File: src/rtl/cordic_pkg.sv
// Shared types and constants for the iterative linear-mode CORDIC divider.
package cordic_pkg;

  typedef enum logic [1:0] {
    IDLE = 2'd0,
    RUN  = 2'd1,
    DONE = 2'd2
  } state_e;

  function automatic longint one_f(input int frac);
    return longint'(1) << frac;
  endfunction

  // Largest positive ZW-bit two's-complement value: 0 followed by ones.
  function automatic longint sat_max_f(input int zw);
    return (longint'(1) << (zw - 1)) - 1;
  endfunction

  // Most negative ZW-bit two's-complement value: 1 followed by zeros.
  function automatic longint sat_min_f(input int zw);
    return -(longint'(1) << (zw - 1));
  endfunction

endpackage

File: src/rtl/cordic_divide_step.sv
// One combinational linear-mode CORDIC iteration with a run-time shift index.
module cordic_divide_step
  import cordic_pkg::*;
#(
  parameter int WW   = 34,
  parameter int ZW   = 17,
  parameter int FRAC = 15,
  parameter int CW   = 5
) (
  input  logic signed [WW-1:0] x_i,
  input  logic signed [WW-1:0] y_i,
  input  logic signed [ZW-1:0] z_i,
  input  logic [CW-1:0]        i_i,
  output logic signed [WW-1:0] y_o,
  output logic signed [ZW-1:0] z_o
);

  localparam logic signed [ZW-1:0] ONE = ZW'(one_f(FRAC));

  logic signed [WW-1:0] x_sh;
  logic signed [ZW-1:0] z_step;

  always_comb begin
    x_sh   = x_i >>> i_i;
    z_step = ONE >>> i_i;
    // Drive the residual toward zero; the quotient moves opposite to it.
    if (y_i[WW-1]) begin
      y_o = y_i + x_sh;
      z_o = z_i - z_step;
    end else begin
      y_o = y_i - x_sh;
      z_o = z_i + z_step;
    end
  end

endmodule

File: src/rtl/cordic_divide_iter.sv
// Iterative CORDIC divider z = y/x with sign normalisation, div0/overflow saturation and valid/ready.
// Handshake: a transfer happens on a rising edge where valid and ready are both high; a held valid keeps its data stable.
module cordic_divide_iter
  import cordic_pkg::*;
#(
  parameter int DW   = 32,
  parameter int ZW   = 17,
  parameter int FRAC = 15,
  parameter int ITER = 16
) (
  input  logic          rx_clk,
  input  logic          rx_rst_n,
  input  logic          rx_valid,
  output logic          rx_ready,
  input  logic [DW-1:0] rx_y,
  input  logic [DW-1:0] rx_x,
  output logic          tx_valid,
  input  logic          tx_ready,
  output logic [ZW-1:0] tx_z,
  output logic          tx_div0,
  output logic          tx_ovf,
  output logic [1:0]    dbg_state_o
);

  localparam int WW = DW + 2;
  localparam int CW = $clog2(ITER + 1);
  localparam logic [ZW-1:0] Z_MAX = ZW'(sat_max_f(ZW));
  localparam logic [ZW-1:0] Z_MIN = ZW'(sat_min_f(ZW));

  state_e state_q, state_d;
  logic signed [WW-1:0] x_q, x_d, y_q, y_d;
  logic signed [ZW-1:0] z_q, z_d;
  logic [CW-1:0]        i_q, i_d;
  logic                 div0_q, div0_d, ovf_q, ovf_d, yneg_q, yneg_d;

  logic signed [WW-1:0] x_ext, y_ext, x_norm, y_norm, y_abs, step_y;
  logic signed [ZW-1:0] step_z;
  logic                 acc_div0, acc_ovf;

  // Two guard bits let -(-2^(DW-1)) and 2|x| be represented exactly.
  always_comb begin
    x_ext    = {{2{rx_x[DW-1]}}, rx_x};
    y_ext    = {{2{rx_y[DW-1]}}, rx_y};
    x_norm   = rx_x[DW-1] ? -x_ext : x_ext;
    y_norm   = rx_x[DW-1] ? -y_ext : y_ext;
    y_abs    = y_norm[WW-1] ? -y_norm : y_norm;
    acc_div0 = (x_norm == '0);
    acc_ovf  = !acc_div0 && (y_abs >= (x_norm <<< 1));
  end

  cordic_divide_step #(
    .WW  (WW),
    .ZW  (ZW),
    .FRAC(FRAC),
    .CW  (CW)
  ) u_step (
    .x_i(x_q),
    .y_i(y_q),
    .z_i(z_q),
    .i_i(i_q),
    .y_o(step_y),
    .z_o(step_z)
  );

  always_comb begin
    state_d = state_q;
    x_d     = x_q;
    y_d     = y_q;
    z_d     = z_q;
    i_d     = i_q;
    div0_d  = div0_q;
    ovf_d   = ovf_q;
    yneg_d  = yneg_q;
    case (state_q)
      IDLE: begin
        if (rx_valid) begin
          x_d     = x_norm;
          y_d     = y_norm;
          z_d     = '0;
          i_d     = '0;
          div0_d  = acc_div0;
          ovf_d   = acc_ovf;
          yneg_d  = y_norm[WW-1];
          state_d = RUN;
        end
      end
      RUN: begin
        // Iterations run even for flagged operands so latency never varies.
        y_d = step_y;
        z_d = step_z;
        i_d = i_q + CW'(1);
        if (i_q == CW'(ITER - 1)) state_d = DONE;
      end
      DONE: begin
        if (tx_ready) state_d = IDLE;
      end
      default: state_d = IDLE;
    endcase
  end

  always_ff @(posedge rx_clk or negedge rx_rst_n) begin
    if (!rx_rst_n) begin
      state_q <= IDLE;
      x_q     <= '0;
      y_q     <= '0;
      z_q     <= '0;
      i_q     <= '0;
      div0_q  <= 1'b0;
      ovf_q   <= 1'b0;
      yneg_q  <= 1'b0;
    end else begin
      state_q <= state_d;
      x_q     <= x_d;
      y_q     <= y_d;
      z_q     <= z_d;
      i_q     <= i_d;
      div0_q  <= div0_d;
      ovf_q   <= ovf_d;
      yneg_q  <= yneg_d;
    end
  end

  assign rx_ready    = (state_q == IDLE);
  assign tx_valid    = (state_q == DONE);
  assign tx_z        = (div0_q || ovf_q) ? (yneg_q ? Z_MIN : Z_MAX) : z_q;
  assign tx_div0     = div0_q;
  assign tx_ovf      = ovf_q;
  assign dbg_state_o = state_q;

endmodule

File: config.mk
export PLATFORM = sky130hd
export DESIGN_NAME = cordic_divide_iter
export DESIGN_NICKNAME = d
export VERILOG_FILES = /design/src/rtl/cordic_pkg.sv /design/src/rtl/cordic_divide_step.sv /design/src/rtl/cordic_divide_iter.sv
export SDC_FILE = /design/constraint.sdc
export NUM_CORES = 1
export LEC_CHECK = 0
export ABC_AREA = 1
export BUFFER_PORTS_ARGS = -buffer_cell sky130_fd_sc_hd__buf_2
export CAP_MARGIN = 20
export CORE_UTILIZATION = 65
export CTS_BUF_LIST = sky130_fd_sc_hd__clkbuf_16
export CTS_CLUSTER_SIZE = 16
export DETAILED_ROUTE_END_ITERATION = 8
export HOLD_SLACK_MARGIN = 0.03
export PLACE_DENSITY = 0.85
export SYNTH_ARGS = -nofsm -noshare
export SYNTH_HDL_FRONTEND = slang
export SYNTH_SLANG_ARGS = --single-unit
File: constraint.sdc
create_clock -name rx_clk -period 8.9 [get_ports rx_clk]
set_input_delay 0.445 -clock rx_clk [delete_from_list [all_inputs] [get_ports rx_clk]]
set_output_delay 0.445 -clock rx_clk [all_outputs]
set_load 0.05 [all_outputs]
==> Yosys cells after proc, flatten, opt, wreduce, memory -nomap -nowiden <==
Index checks and enable logic that the tools add are counted.
{ "classes": {"shift": 2, "order_cmp": 1, "n_mux": 17, "eq_ne": 6, "reduce_logical": 9, "addsub": 8} }
{ "op_table": {"columns": ["cell", "count"], "rows": [
  ["34-bit two-way mux", 5],
  ["17-bit two-way mux", 4],
  ["32-bit negation with 34-bit output", 2],
  ["34-bit one-hot mux with 2 select lines", 1],
  ["34-bit adder", 1],
  ["34-bit >= comparator", 1],
  ["34-bit zero test", 1],
  ["34-bit negation", 1],
  ["17-bit one-hot mux with 2 select lines", 1],
  ["34-bit by 5-bit >>> shifter with 34-bit output", 1],
  ["34-bit subtractor", 1],
  ["17-bit adder", 1],
  ["17-bit by 5-bit >>> shifter with 17-bit output (first input constant)", 1],
  ["17-bit subtractor", 1],
  ["5-bit one-hot mux with 2 select lines", 1],
  ["2-bit two-way mux", 3],
  ["2-bit one-hot mux with 3 select lines", 1],
  ["5-bit by 1-bit adder with 5-bit output (second input constant)", 1],
  ["5-bit by 4-bit == test with 1-bit output (second input constant)", 1],
  ["5-bit two-way mux", 1],
  ["2-bit != test (second input constant)", 2],
  ["2-bit AND reduction", 2],
  ["3-bit AND reduction", 1],
  ["2-bit by 1-bit == test with 1-bit output (second input constant)", 1],
  ["7 further kinds", 7]
]} }
{ "word_totals": {"output_inout_bits": 23, "inputBits": 68, "regBits": 95} }

==> Logic depth before layout (Yosys ltp) <==
{ "depth": {"ltp_word": 6, "mapped_depth": 36, "mapped_depth_nobuf": 34} }

==> By module <==
A second synthesis with hierarchy kept.
{ "unflattened": {"hier_cells": 2345, "hier_area_um2": 13601.8} }
{ "modules_own_cells": {"columns": ["mod", "seq_area_each_um2", "cells_each", "instances", "area_per_inst_um2"], "rows": [
  ["cordic_divide_iter", 2377.3, 1253, 1, 8020.2],
  ["cordic_divide_step", 0.0, 1092, 1, 5581.6]
]} }

==> Worst setup path after synthesis <==
No wires, ideal clock.
{ "synth_path": {"path_type": "register to register", "startpoint": "register i_q[0]", "endpoint": "register y_q[33]", "t_required_ps": 8784, "path_buffers": 2, "stages_incl_launch_ff": 34, "slack_ps": 4961, "t_arrival_ps": 3822, "setup_time_ps": 116, "synth_period_minus_slack_ps": 3939, "cell_sequence": "dfrtp_1 buf_6 buf_4 nand2_1 nand3_1 nand3_1 o21ai_0 nand2_1 nand2_1 inv_1 nand2_1 inv_1 ha_1 nand3_2 nor2_4 nand2_2 nor3_4 nand2_2 nor2_4 nand3_2 nand2_4 xor2_2 ha_1 nand2_1 nor2_1 inv_1 nor4_1 o21ai_0 nand3_1 inv_1 nand3_1 nand3_1 nand2_1 nand2_1"} }
{ "synth_between": {"elab_chain_len": 4, "elab_cells_between_ends": 5} }
{ "synth_rtl": {"columns": ["element", "line", "text"], "rows": [
  ["from (decl)", "cordic_divide_iter.sv:33", "logic [CW-1:0] i_q, i_d;"],
  ["from (signal assigned)", "cordic_divide_iter.sv:116", "i_q <= i_d;"],
  ["34-bit by 5-bit >>> shifter with 34-bit output (*)", "cordic_divide_step.sv:24", "x_sh = x_i >>> i_i;"],
  ["34-bit subtractor or 34-bit adder (tied branches)", "cordic_divide_step.sv:31, cordic_divide_step.sv:28", null],
  ["34-bit two-way mux (*)", "cordic_divide_step.sv:27", "if (y_i[WW-1]) begin"],
  ["34-bit one-hot mux with 2 select lines (*)", "cordic_divide_iter.sv:74", "case (state_q)"],
  ["to (signal assigned)", "cordic_divide_iter.sv:114", "y_q <= y_d;"],
  ["to (decl)", "cordic_divide_iter.sv:31", "logic signed [WW-1:0] x_q, x_d, y_q, y_d;"]
]} }
Mark *: on every way between the ends. The rest lies on a longest branch, timed or not.
A chain may end at the register's enable or synchronous reset.

==> Worst setup path after layout <==
{ "layout_path": {"startpoint": "register i_q[3]", "endpoint": "register y_q[26]"} }
The elaborated chain is that of the path after synthesis.

==> results.json <==
{
  "cts_resized": 0,
  "dieWidth_um": 145.4,
  "ctsHoldBuffers": 0,
  "synth_edf_count": 0,
  "max_freq_ghz": 0.1910,
  "dieArea_mm2": 0.02114,
  "antenna_found_initial": 0,
  "n_fill_cell": 1920,
  "cts_tree": "built",
  "vias_per_cell": 6.031,
  "fin_tns_setup_ns": 0,
  "end_kind": "flop",
  "diodes": 0,
  "grt_use_total_pct": 40.63,
  "maxCapViolCount": 0,
  "most-common-layout-cells": "nand2_1, inv_1, nor2_1",
  "synth_ff_type": "dfrtp_1",
  "routed_wl_um": 43260,
  "ios": 91,
  "grt_max_degree": 88,
  "critPathSlowestCell": "nor2_2",
  "pre_cts_slack_ns": 3.426,
  "crit_path_cell_trace": "inv_2 -> nor2_2 -> nand2_1 -> nand2_1 -> inv_1 -> nand2_1 -> inv_1 -> ha_1 -> nand2_1 -> o21ai_0 -> fa_1 -> nand3_1 -> nand3_1 -> nand3_1 -> nand2_1 -> a21o_1 -> a21o_1 -> nand2_1 -> nand2_1 -> a21boi_0 -> o21ai_0 -> nand2_1 -> nand2_1 -> o21ai_0",
  "die_h_um": 145.4,
  "clock_path_buffers": 2,
  "path_max_fanout": 19,
  "gr-usage-met3_pct": 7.179,
  "cts_sinks": 95,
  "critPathMaxStageDelay_ns": 0.70,
  "post-route-min-period_ns": 5.236,
  "syn_area_per_cell_um2": 6.029,
  "syn_to_final_growth_pct": 6.309,
  "hold_viol": 0,
  "layout_commonest_cell": "nand2_1",
  "clk_latency_ns": 0.37,
  "relSlewSlack_pct": 31.78,
  "gp_congestion": 1.016,
  "busiest_layer": "met2",
  "grt_pass1_wl_um": 69280,
  "ys_seq_area_share_pct": 17.79,
  "cts_buffers": 9,
  "numPortBuffers": 90,
  "min_path_type": "primary input to asynchronous set/reset pin",
  "dr.pass1.iters": 6,
  "status": "complete, no violations",
  "ys_types": 58,
  "finalCritPeriodShare_pct": 58.83,
  "rows": 52,
  "finalNetCount": 2423,
  "initial_utilization_pct": 66.27,
  "async_flop_share_pct": 100.0,
  "vias": 15283,
  "startpoint_type": "flop",
  "synth.area.top_cells": "dfrtp_1, nand2_1, ha_1",
  "post_drt_wl_per_cell_um": 17.07,
  "drc": 0,
  "drtIter0Drc": 1520,
  "drive_above_1_share_pct": 8.922,
  "rsz0062_at_grt": "no",
  "clockRootBuffer": "clkbuf_16",
  "setup_ws_ns": 3.664,
  "setup_viol": 0,
  "use_met1_pct": 55.37,
  "slew_viol_final": 0,
  "synthesis.nets": 2381,
  "crit_top_cell": "nand2_1",
  "grt_remaining_overflow": 0,
  "ys_warn_count": 0,
  "drtAntennaViolNets": 0,
  "clk_pin_slew_ns": 0.07,
  "synth-seq-cells": 95,
  "skew_ns": 0.01488,
  "dp_hpwl_um": 33870,
  "placeableCoreArea_mm2": 0.02017,
  "cts_max_level": 3,
  "synth_top_cell_by_area": "dfrtp_1",
  "grt_pass1_vias": 13878,
  "grtUsageMet2_pct": 63.22,
  "worst_pin_slew_ns": 1.022,
  "worstPathArrival_ns": 5.51,
  "synth_top_area_share_pct": 17.79,
  "required_ns": 9.18,
  "whs_ns": 0.1025,
  "post-cts-setup-buffers": 0,
  "syn_area_mm2": 0.01337,
  "syn_inst": 2217,
  "criticalPathCategory": "flop to flop"
}
## worst max-delay path: cells and delay by family (launching register included)
kind	cells	cell delay (ns)
AO/OA/AOI/OAI	6	1.32
adder cells (fa/ha/maj)	2	0.82
buffers and inverters	3	0.42
flip-flops	1	0.69
AND/OR/NAND/NOR	13	1.86
## layout make-up
| cell class | instances | area, um2 | area share (%) |
|---|---|---|---|
| well taps | 270 | 337.8 | 2.377 |
| multi-input cells | 1802 | 9701 | 68.27 |
| clock buffers | 9 | 225.2 | 1.585 |
| flip-flops and latches | 95 | 2377 | 16.73 |
| clock inverters | 7 | 53.80 | 0.3786 |
| repair buffers | 104 | 578.1 | 4.068 |
| inverters | 247 | 937.1 | 6.595 |
## cell usage after synthesis (6+ instances only)
library cell / instances
nor2_1: 229
o22ai_1: 15
a22oi_1: 7
a21o_1: 10
xor2_1: 103
xnor2_1: 28
o21ai_1: 9
o21ai_0: 161
inv_2: 10
nand3_1: 224
dfrtp_1: 95
a2bb2oi_1: 7
nor3_1: 29
nand2_2: 12
ha_1: 94
a21oi_1: 103
inv_1: 233
nand4_1: 33
or2_2: 8
nor2_2: 10
nand2_1: 620
nor4_1: 9
buf_4: 9
nand3_2: 17
nand3b_1: 12
clkbuf_1: 39
buf_2: 15
a31oi_1: 6
## layer usage
layer  routed length [um]  vias to the layer above  share of wire (%)
met1                18340                     6991                 42
met5                    0                        -                  0
met4                 1802                        0                4.2
li1                     -                     7363                  -
met2                18740                      814                 43
met3                 4380                      115                 10
## kinds of logic after synthesis
logic type	after synthesis	synth area share [%]
AND/OR/NAND/NOR	1220	39.89
AO/OA/AOI/OAI	352	14.73
buffers and inverters	320	9.735
XOR/XNOR	132	8.706
adder cells (fa/ha/maj)	96	9.099
flip-flops	95	17.79
other	2	0.05618
## registers in the layout (all words and copies together) (netlist names)
name,flops
z_q,17
y_q,34
x_q,34
tx_ovf,1
i_q,5
yneg_q,1
dbg_state_o,2
tx_div0,1
## through the flow
step	area [um2]	cells	util [%]
after floorplan	13370	2217	-
final	14210	2534	70.45
after global placement	13900	2517	68.93
after CTS	14180	2533	70.32
after global routing	14210	2534	70.45
after detailed placement	13900	2517	68.93
## final timing paths
| kind | startpoint | to | slack [ns] | cells past startpoint |
|---|---|---|---|---|
| max in group asynchronous | rx_rst_n | y_q[31]$_DFFE_PN0P_ | 7.72 | 2 |
| worst max-delay path | i_q[3]$_DFFE_PN0P_ | y_q[26]$_DFFE_PN0P_ | 3.66 | 24 |
| min in group rx_clk | tx_ready | dbg_state_o[1]$_DFFE_PN0P_ | 0.27 | 2 |
| worst max register to register | i_q[3]$_DFFE_PN0P_ | y_q[26]$_DFFE_PN0P_ | 3.66 | 24 |
| worst min register to register | yneg_q$_DFFE_PN0P_ | yneg_q$_DFFE_PN0P_ | 0.50 | 2 |
| worst min-delay path | rx_rst_n | x_q[1]$_DFFE_PN0P_ | 0.10 | 1 |
Power is left out: the tool's default activity adds up to more than one toggle a clock period on the data nets, which glitch-free logic cannot reach.
